<file path="src/rtl/mem_access_stage.sv">
// mem_access_stage: pipeline MEM stage. Runs a req/ack data-RAM transaction
// for loads and stores, stalls the pipeline until the bus acknowledges, and
// aligns/extends load data into a registered writeback bundle.
// Optional feature macro: MEM_MISALIGN_EXC_EN (misaligned access trap, adds
// exc_misalign / exc_badaddr ports).
module mem_access_stage #(
  parameter int unsigned ACK_TIMEOUT = 255
) (
  input  logic        clk,
  input  logic        rst,
  input  logic        mem_valid,
  input  logic        mem_wreg,
  input  logic [4:0]  mem_waddr,
  input  logic [31:0] mem_wdata,
  input  logic [31:0] mem_ramAddr,
  input  logic [3:0]  mem_ramSel,
  input  logic [2:0]  mem_loadop,
  output logic        ram_req,
  output logic        ram_we,
  output logic [31:0] ram_addr,
  output logic [3:0]  ram_sel,
  output logic [31:0] ram_wdata,
  input  logic        ram_ack,
  input  logic [31:0] ram_rdata,
  output logic        stall_req,
  output logic        wb_valid,
  output logic        wb_wreg,
  output logic [4:0]  wb_waddr,
  output logic [31:0] wb_wdata,
`ifdef MEM_MISALIGN_EXC_EN
  output logic        exc_misalign,
  output logic [31:0] exc_badaddr,
`endif
  output logic        bus_err
);

  localparam logic [2:0] MEM_LOADOP_NOP = 3'd0;
  localparam logic [2:0] MEM_LOADOP_LB  = 3'd1;
  localparam logic [2:0] MEM_LOADOP_LBU = 3'd2;
  localparam logic [2:0] MEM_LOADOP_LH  = 3'd3;
  localparam logic [2:0] MEM_LOADOP_LHU = 3'd4;
  localparam logic [2:0] MEM_LOADOP_LW  = 3'd5;

  localparam logic [7:0] LP_TIMEOUT = 8'(ACK_TIMEOUT);

  typedef enum logic {S_IDLE, S_BUSY} state_t;

  state_t      r_state, w_next;
  logic [7:0]  r_cnt;
  logic [1:0]  r_lo;
  logic [2:0]  r_loadop;
  logic [4:0]  r_waddr;
  logic        r_wreg;

  logic        w_is_load, w_access, w_misalign, w_start;
  logic        w_cnt_done, w_ack, w_timeout;
  logic [3:0]  w_sel;
  logic [7:0]  w_byte;
  logic [15:0] w_half;
  logic [31:0] w_ldata;

  // Request decode: access detection, bus byte enables, misalignment
  always_comb begin
    w_is_load = (mem_loadop != MEM_LOADOP_NOP);
    w_access  = mem_valid & (w_is_load | (mem_ramSel != 4'b0000));
    case (mem_loadop)
      MEM_LOADOP_LB, MEM_LOADOP_LBU: w_sel = 4'b0001 << mem_ramAddr[1:0];
      MEM_LOADOP_LH, MEM_LOADOP_LHU: w_sel = mem_ramAddr[1] ? 4'b1100 : 4'b0011;
      MEM_LOADOP_LW:                 w_sel = 4'b1111;
      default:                       w_sel = mem_ramSel;
    endcase
`ifdef MEM_MISALIGN_EXC_EN
    w_misalign = w_access & (
      ((mem_loadop == MEM_LOADOP_LH) | (mem_loadop == MEM_LOADOP_LHU) |
       (~w_is_load & ((mem_ramSel == 4'b0011) | (mem_ramSel == 4'b1100)))) & mem_ramAddr[0] |
      ((mem_loadop == MEM_LOADOP_LW) | (~w_is_load & (mem_ramSel == 4'b1111))) &
       (mem_ramAddr[1:0] != 2'b00));
`else
    w_misalign = 1'b0;
`endif
    w_start    = (r_state == S_IDLE) & w_access & ~w_misalign;
    w_cnt_done = (r_cnt == LP_TIMEOUT);
  end

  // State register
  always_ff @(posedge clk) begin
    if (rst) r_state <= S_IDLE;
    else     r_state <= w_next;
  end

  // Next-state logic
  always_comb begin
    w_next = r_state;
    case (r_state)
      S_IDLE:  if (w_start) w_next = S_BUSY;
      S_BUSY:  if (ram_ack || w_cnt_done) w_next = S_IDLE;
      default: w_next = S_IDLE;
    endcase
  end

  // Per-state outputs: ack/timeout qualification and pipeline stall
  always_comb begin
    w_ack     = 1'b0;
    w_timeout = 1'b0;
    stall_req = 1'b0;
    case (r_state)
      S_IDLE: stall_req = w_access & ~w_misalign;
      S_BUSY: begin
        w_ack     = ram_ack;
        w_timeout = ~ram_ack & w_cnt_done;
        stall_req = ~ram_ack & ~w_cnt_done;
      end
      default: stall_req = 1'b0;
    endcase
  end

  // Load lane extraction and sign/zero extension
  always_comb begin
    case (r_lo)
      2'd0:    w_byte = ram_rdata[7:0];
      2'd1:    w_byte = ram_rdata[15:8];
      2'd2:    w_byte = ram_rdata[23:16];
      default: w_byte = ram_rdata[31:24];
    endcase
    w_half = r_lo[1] ? ram_rdata[31:16] : ram_rdata[15:0];
    case (r_loadop)
      MEM_LOADOP_LB:  w_ldata = {{24{w_byte[7]}}, w_byte};
      MEM_LOADOP_LBU: w_ldata = {24'h0, w_byte};
      MEM_LOADOP_LH:  w_ldata = {{16{w_half[15]}}, w_half};
      MEM_LOADOP_LHU: w_ldata = {16'h0, w_half};
      MEM_LOADOP_LW:  w_ldata = ram_rdata;
      default:        w_ldata = ram_wdata;
    endcase
  end

  // Bus request registers, transaction latches, timeout counter, WB bundle
  always_ff @(posedge clk) begin
    if (rst) begin
      ram_req   <= 1'b0;
      ram_we    <= 1'b0;
      ram_addr  <= '0;
      ram_sel   <= '0;
      ram_wdata <= '0;
      r_cnt     <= '0;
      r_lo      <= '0;
      r_loadop  <= '0;
      r_waddr   <= '0;
      r_wreg    <= 1'b0;
      wb_valid  <= 1'b0;
      wb_wreg   <= 1'b0;
      wb_waddr  <= '0;
      wb_wdata  <= '0;
      bus_err   <= 1'b0;
    end else begin
      bus_err <= 1'b0;
      if (r_state == S_IDLE) begin
        if (w_start) begin
          ram_req   <= 1'b1;
          ram_we    <= ~w_is_load;
          ram_addr  <= {mem_ramAddr[31:2], 2'b00};
          ram_sel   <= w_sel;
          ram_wdata <= mem_wdata;
          r_cnt     <= '0;
          r_lo      <= mem_ramAddr[1:0];
          r_loadop  <= mem_loadop;
          r_waddr   <= mem_waddr;
          r_wreg    <= mem_wreg;
          wb_valid  <= 1'b0;
          wb_wreg   <= 1'b0;
        end else begin
          wb_valid <= mem_valid;
          wb_wreg  <= mem_wreg & ~w_misalign;
          wb_waddr <= mem_waddr;
          wb_wdata <= mem_wdata;
        end
      end else if (w_ack) begin
        ram_req  <= 1'b0;
        ram_we   <= 1'b0;
        wb_valid <= 1'b1;
        wb_wreg  <= r_wreg & (r_loadop != MEM_LOADOP_NOP);
        wb_waddr <= r_waddr;
        wb_wdata <= w_ldata;
      end else if (w_timeout) begin
        ram_req  <= 1'b0;
        ram_we   <= 1'b0;
        bus_err  <= 1'b1;
        wb_valid <= 1'b1;
        wb_wreg  <= 1'b0;
        wb_waddr <= r_waddr;
        wb_wdata <= ram_wdata;
      end else begin
        r_cnt    <= r_cnt + 8'd1;
        wb_valid <= 1'b0;
        wb_wreg  <= 1'b0;
      end
    end
  end

`ifdef MEM_MISALIGN_EXC_EN
  // Misalignment trap: pulse plus faulting address, aligned with the WB bundle
  always_ff @(posedge clk) begin
    if (rst) begin
      exc_misalign <= 1'b0;
      exc_badaddr  <= '0;
    end else begin
      exc_misalign <= (r_state == S_IDLE) & w_misalign;
      if ((r_state == S_IDLE) && w_misalign) exc_badaddr <= mem_ramAddr;
    end
  end
`endif

endmodule

</file>
<file path="config.mk">
export PLATFORM = sky130hd
export DESIGN_NAME = mem_access_stage
export DESIGN_NICKNAME = d
export VERILOG_FILES = /design/src/rtl/mem_access_stage.sv
export SDC_FILE = /design/constraint.sdc
export NUM_CORES = 1
export LEC_CHECK = 0
export ABC_AREA = 1
export CELL_PAD_IN_SITES_DETAIL_PLACEMENT = 0
export CELL_PAD_IN_SITES_GLOBAL_PLACEMENT = 1
export CORE_ASPECT_RATIO = 1.1
export CORE_MARGIN = 8
export CORE_UTILIZATION = 33
export CTS_CLUSTER_DIAMETER = 40
export DETAILED_ROUTE_END_ITERATION = 8
export PLACE_DENSITY_LB_ADDON = 0.1
export SYNTH_ARGS = -nofsm -noshare
export SYNTH_HDL_FRONTEND = slang
export SYNTH_SLANG_ARGS = --single-unit
export TNS_END_PERCENT = 10
</file>
<file path="constraint.sdc">
create_clock -name clk -period 2.9 [get_ports clk]
set_input_delay 0.29 -clock clk [delete_from_list [all_inputs] [get_ports clk]]
set_output_delay 0.29 -clock clk [all_outputs]
set_load 0.005 [all_outputs]
</file>
==> impl_metrics.json, run 1 <==
{
  "dpl.hpwl_um": 17600,
  "leakagePower_nw": 4.32,
  "final_nets": 1353,
  "syn2layout_area_growth_pct": 46.2,
  "yosysMostFrequentCell": "nand2_1",
  "cts-hold-fix-buffers": 0,
  "crit_cells": 5,
  "worst_slack_ns": 0.416,
  "final_hold_viol_count": 0,
  "port-buffer-count": 221,
  "synthArstFlopShare": 0,
  "synth_compound_area_frac": 0.116,
  "ctsResizeCount": 0,
  "wl_per_cell_um": 15.9,
  "synthAdderAreaFrac": 0.00191,
  "die_w_um": 150,
  "dp_slack_ns": 0.572,
  "synth_edf_count": 0,
  "grt_max_degree": 63,
  "min_period_ns": 2.48,
  "finalWeightedCongestion": 0.853,
  "rr_worst_depth": 7,
  "path_delay_family": "buffers and inverters",
  "grt_setup_unrepaired": "no",
  "yosysTopAreaCell": "dfxtp_1",
  "synth_top_cells_by_count": "415 x nand2_1, 128 x dfxtp_1, 108 x nor2_1",
  "worstMarginPinSlew_ns": 0.660,
  "max_stage_delay_ns": 0.54,
  "core_mm2": 0.0197,
  "synth_area_leaders": "dfxtp_1 39%, nand2_1 24%, nor2_1 6.2%, inv_1 5.4%, nand3_1 4.7%",
  "maxSlewViolCount": 0,
  "rrSetupSlack_ns": 0.80,
  "cts_buffers": 17,
  "drive_gt1_frac": 0.0568,
  "cts_buffer_depth": 2,
  "drt_iter0_markers": 415,
  "path_max_fanout": 25,
  "dieArea_mm2": 0.0246,
  "r2r_end": "wb_wdata[21]$_SDFFE_PP0P_",
  "worst-endpoint-arrival_ns": 2.19,
  "synthSimpleGateAreaFrac": 0.377,
  "syn_avg_cell_area_um2": 6.30,
  "slew_headroom": 0.559,
  "die_h_um": 164,
  "cts-htree-levels": 4,
  "skew_ns": 0.00967,
  "antenna_found_initial": 2,
  "ys_warn_count": 0,
  "grt_pass1_vias": 6805,
  "ios": 224,
  "status": "finished, final reports clean",
  "slowest_stage": "clkdlybuf4s50_1",
  "grtUsageTotal": 0.194,
  "drt_pass1_iterations": 4,
  "peakVddDrop_mv": 0.413,
  "yosysSeqAreaShare": 0.391,
  "overflow": 0,
  "crit_end": "stall_req",
  "cp.required_ns": 2.61,
  "max_freq_ghz": 0.403,
  "yosysTopAreaCellShare": 0.391,
  "cts_setup_buffers": 0,
  "cp_cell_sequence": "inv_2, buf_4, nand3_4, nand2_4, clkdlybuf4s50_1",
  "clk_latency_ns": 0.42,
  "drc_errors": 0,
  "powerDensity_mw_per_mm2": 562,
  "via_count": 6879,
  "grt_first_pass_wirelength_um": 37000,
  "endpoint_kind": "output pin",
  "num_rows": 54,
  "synthXorXnorAreaFrac": 0.00401,
  "r2r_start": "r_lo[1]$_SDFFE_PP0P_",
  "cts_root_buf": "clkbuf_16",
  "critPathLaunchType": "register",
  "final_core_util": 0.487,
  "final_cell_area_mm2": 0.00957,
  "setup_violations": 0,
  "routed_via_density": 4.58,
  "path_buf_inv": 3,
  "synth_flop_cell": "dfxtp_1",
  "ys_types": 38,
  "start_util": 0.333,
  "place_area_mm2": 0.00891,
  "netlist_instances": 1040,
  "timing.critical_path.from": "r_state$_SDFF_PP0_",
  "period_share": 0.857,
  "wl_um": 23800,
  "fin_setup_tns_ns": 0,
  "maxCapViolCount": 0,
  "synth_top_family_by_area": "simple AND/OR/NAND/NOR gates",
  "antenna_left": 0,
  "worst-setup-path-type": "register to output pin",
  "cts_sinks": 128,
  "hold_path_class": "primary input to register",
  "syn_area_mm2": 0.00655,
  "hold_ws_ns": 0.411,
  "cts.clk_slew.worst_paths_ns": 0.06,
  "synthMuxAreaShare": 0,
  "cts_tree": "done",
  "ys_seq_elements": 128,
  "num_antenna_cells": 0
}
==> final cells by class <==
| type | instances | area [um2] |
|---|---|---|
| Tap cell | 252 | 315 |
| Sequential cell | 128 | 2560 |
| Fill cell | 2063 | 10100 |
| Multi-Input combinational cell | 752 | 3280 |
| Clock buffer | 19 | 453 |
| Timing Repair Buffer | 238 | 2380 |
| Clock inverter | 12 | 208 |
| Inverter | 102 | 383 |
==> registers in the layout, summed over array words and instances, names as in the netlist, 2 cells and up <==
register and cells:
wb_waddr 5, ram_wdata 32, r_cnt 8, wb_wdata 32
r_lo 2, r_waddr 5, ram_sel 4, r_loadop 3
ram_addr 30
==> metal layers <==
metal / wire (um) / vias up / global-route usage / share of wire
met4: 308 / 4 / 0.0609 / 0.013
met3: 2550 / 21 / 0.0813 / 0.11
met2: 10800 / 219 / 0.307 / 0.45
met1: 10100 / 3006 / 0.233 / 0.43
met5: 27 / - / 0 / 0.0011
li1: - / 3629 / - / -
==> worst min path at each step <==
stage / slack [ns] / from / cells past startpoint / end
floorplan: 0.37 / ram_ack / 1 / bus_err$_SDFF_PP0_
detailed placement: 0.43 / ram_addr[26]$_SDFFE_PP0P_ / 2 / ram_addr[26]$_SDFFE_PP0P_
finish: 0.41 / mem_ramAddr[26] / 3 / ram_addr[26]$_SDFFE_PP0P_
global placement: 0.43 / ram_addr[11]$_SDFFE_PP0P_ / 2 / ram_addr[11]$_SDFFE_PP0P_
CTS: 0.39 / mem_ramAddr[26] / 3 / ram_addr[26]$_SDFFE_PP0P_
global route: 0.41 / mem_ramAddr[14] / 3 / ram_addr[14]$_SDFFE_PP0P_
==> stage by stage <==
stage               power, mW  std cells
finish                   5.38       1503
global route             5.64       1503
CTS                      5.45       1503
detailed placement       3.04       1472
global placement         3.04       1472
floorplan                2.47       1041
==> power breakdown <==
| group | total [mW] | switching [mW] | internal (mW) |
|---|---|---|---|
| sequential | 1.98 | 0.0862 | 1.89 |
| clock | 2.39 | 0.813 | 1.57 |
| combinational | 1.01 | 0.503 | 0.511 |
==> tightest hold or removal path, cell delays in order <==
cell and delay, ns:
clkdlybuf4s50_1 0.39, nand2_1 0.06, nand2_1 0.04
==> placed cells by master (no fill, tap or decap), types with 3 or more instances in the layout <==
master,count
a22oi_1,4
a21oi_1,50
or2_2,4
clkbuf_16,17
nor2_1,108
nand3_1,62
bufinv_16,5
buf_12,3
buf_4,14
nand3_2,3
o22ai_1,13
dfxtp_1,128
a31oi_1,5
o21ai_1,10
nand2_1,415
clkinvlp_4,3
clkinv_4,3
o211ai_1,7
o21a_1,4
inv_1,95
clkdlybuf4s50_1,221
o21ai_0,47
inv_2,6
==> cell families after synthesis <==
family | Yosys count
buffers and inverters | 161
other | 1
AND/OR/NAND/NOR | 606
AO/OA/AOI/OAI | 140
XOR/XNOR | 3
flip-flops | 128
adder cells (fa/ha/maj) | 1
Power figures use the tool's default switching activity.
==> inputs of run 2 (changes only) <==
CORE_UTILIZATION = 31   (was 33)
clock period = 2.5 ns   (was 2.9 ns; I/O delays follow)
==> run 2 against run 1 <==
Net effect:
- worst setup slack lost 0.15 ns
- core utilization shrank 2.5 points
- worst hold slack lost 0.035 ns
- non-clock buffer count grew 3
- die area grew 5.8%
- sequential power grew 16%
- critical path type unchanged
- largest power group unchanged
==> impl_metrics.json, run 2 (synthesized netlist as in run 1, its figures left out) <==
{
  "wl_per_cell_um": 16.0,
  "maxCapViolCount": 0,
  "grt_pass1_vias": 6973,
  "core_mm2": 0.0206,
  "num_rows": 55,
  "antenna_left": 0,
  "min_period_ns": 2.24,
  "cp.required_ns": 2.25,
  "cts_setup_buffers": 0,
  "overflow": 0,
  "die_w_um": 155,
  "leakagePower_nw": 4.31,
  "ctsResizeCount": 0,
  "routed_via_density": 4.59,
  "drc_errors": 0,
  "worst-endpoint-arrival_ns": 1.99,
  "fin_setup_tns_ns": 0,
  "maxSlewViolCount": 0,
  "worst-setup-path-type": "register to output pin",
  "dpl.hpwl_um": 18000,
  "endpoint_kind": "output pin",
  "critPathLaunchType": "register",
  "cts_sinks": 128,
  "reg_top3": "ram_wdata x32, wb_wdata x32, ram_addr x30",
  "max_freq_ghz": 0.447,
  "peakVddDrop_mv": 0.456,
  "period_share": 0.896,
  "via_count": 6933,
  "cts.clk_slew.worst_paths_ns": 0.06,
  "drt_iter0_markers": 262,
  "cts-htree-levels": 4,
  "die_h_um": 168,
  "slew_headroom": 0.564,
  "final_core_util": 0.462,
  "final_cell_mix": "415 x nand2_1, 221 x clkdlybuf4s50_1, 128 x dfxtp_1, 108 x nor2_1, 95 x inv_1",
  "skew_ns": 0.00946,
  "syn2layout_area_growth_pct": 45.6,
  "dieArea_mm2": 0.0260,
  "grt_max_degree": 50,
  "grtUsageTotal": 0.187,
  "num_antenna_cells": 0,
  "clk_latency_ns": 0.41,
  "grt_setup_unrepaired": "no",
  "antenna_found_initial": 1,
  "path_max_fanout": 9,
  "start_util": 0.317,
  "ios": 224,
  "final_nets": 1356,
  "final_hold_viol_count": 0,
  "grt_first_pass_wirelength_um": 38600,
  "cts-hold-fix-buffers": 0,
  "finalWeightedCongestion": 0.836,
  "powerDensity_mw_per_mm2": 632,
  "setup_violations": 0,
  "drive_gt1_frac": 0.0582,
  "hold_path_class": "primary input to register",
  "final_common_cell": "nand2_1",
  "cts_root_buf": "clkbuf_16",
  "cts_buffers": 17,
  "cts_tree": "done",
  "worstMarginPinSlew_ns": 0.653,
  "port-buffer-count": 221,
  "cts_buffer_depth": 2,
  "wl_um": 24200,
  "status": "finished, final reports clean",
  "drt_pass1_iterations": 4
}
==> run 2: path summary, 6_finish.rpt <==
kind	start	to	slack (ns)	depth (start not counted)
max	r_state$_SDFF_PP0_	stall_req	0.26	5
min reg2reg	ram_addr[3]$_SDFFE_PP0P_	ram_addr[3]$_SDFFE_PP0P_	0.44	2
max reg2reg	r_loadop[1]$_SDFFE_PP0P_	wb_wdata[31]$_SDFFE_PP0P_	0.57	9
min	mem_ramAddr[25]	ram_addr[25]$_SDFFE_PP0P_	0.38	3
==> run 2: critical path, cell delays in order (launching register included) <==
cell and delay, ns:
dfxtp_1 0.59, inv_2 0.13, nor2_1 0.15, nand2_2 0.10, nand2_4 0.10, clkdlybuf4s50_1 0.51
==> run 2: where the power goes <==
part / internal (mW) / switching, mW / total, mW
registers: 2.19 / 0.0987 / 2.29
clock network: 1.60 / 0.949 / 2.55
logic: 0.595 / 0.586 / 1.18
total: 4.39 / 1.63 / 6.02
==> run 2: layer usage <==
layer,global-route usage,up-vias,share of wire
met2,0.303,191,0.45
li1,-,3634,-
met1,0.229,3093,0.45
met5,0,-,0.00054
met4,0.0397,2,0.0081
met3,0.0761,13,0.087
==> run 2: layout make-up <==
| cell class | count | area, um2 |
|---|---|---|
| timing repair buffer | 241 | 2390 |
| clock inverter | 12 | 159 |
| tap | 256 | 320 |
| sequential | 128 | 2560 |
| multi-input combinational | 752 | 3280 |
| inverter | 102 | 383 |
| fill | 2214 | 11100 |
| clock buffer | 20 | 447 |
==> run 2: per-stage QoR <==
step	worst slack (ns)	std cells	hold slack (ns)	power [mW]	area (um2)
global route	0.136	1511	0.368	6.36	9530
finish	0.261	1511	0.375	6.02	9530
detailed placement	0.308	1479	0.432	3.53	8930
global placement	0.329	1479	0.427	3.53	8930
CTS	0.229	1511	0.358	6.11	9530
floorplan	1.03	1041	0.329	2.87	6550
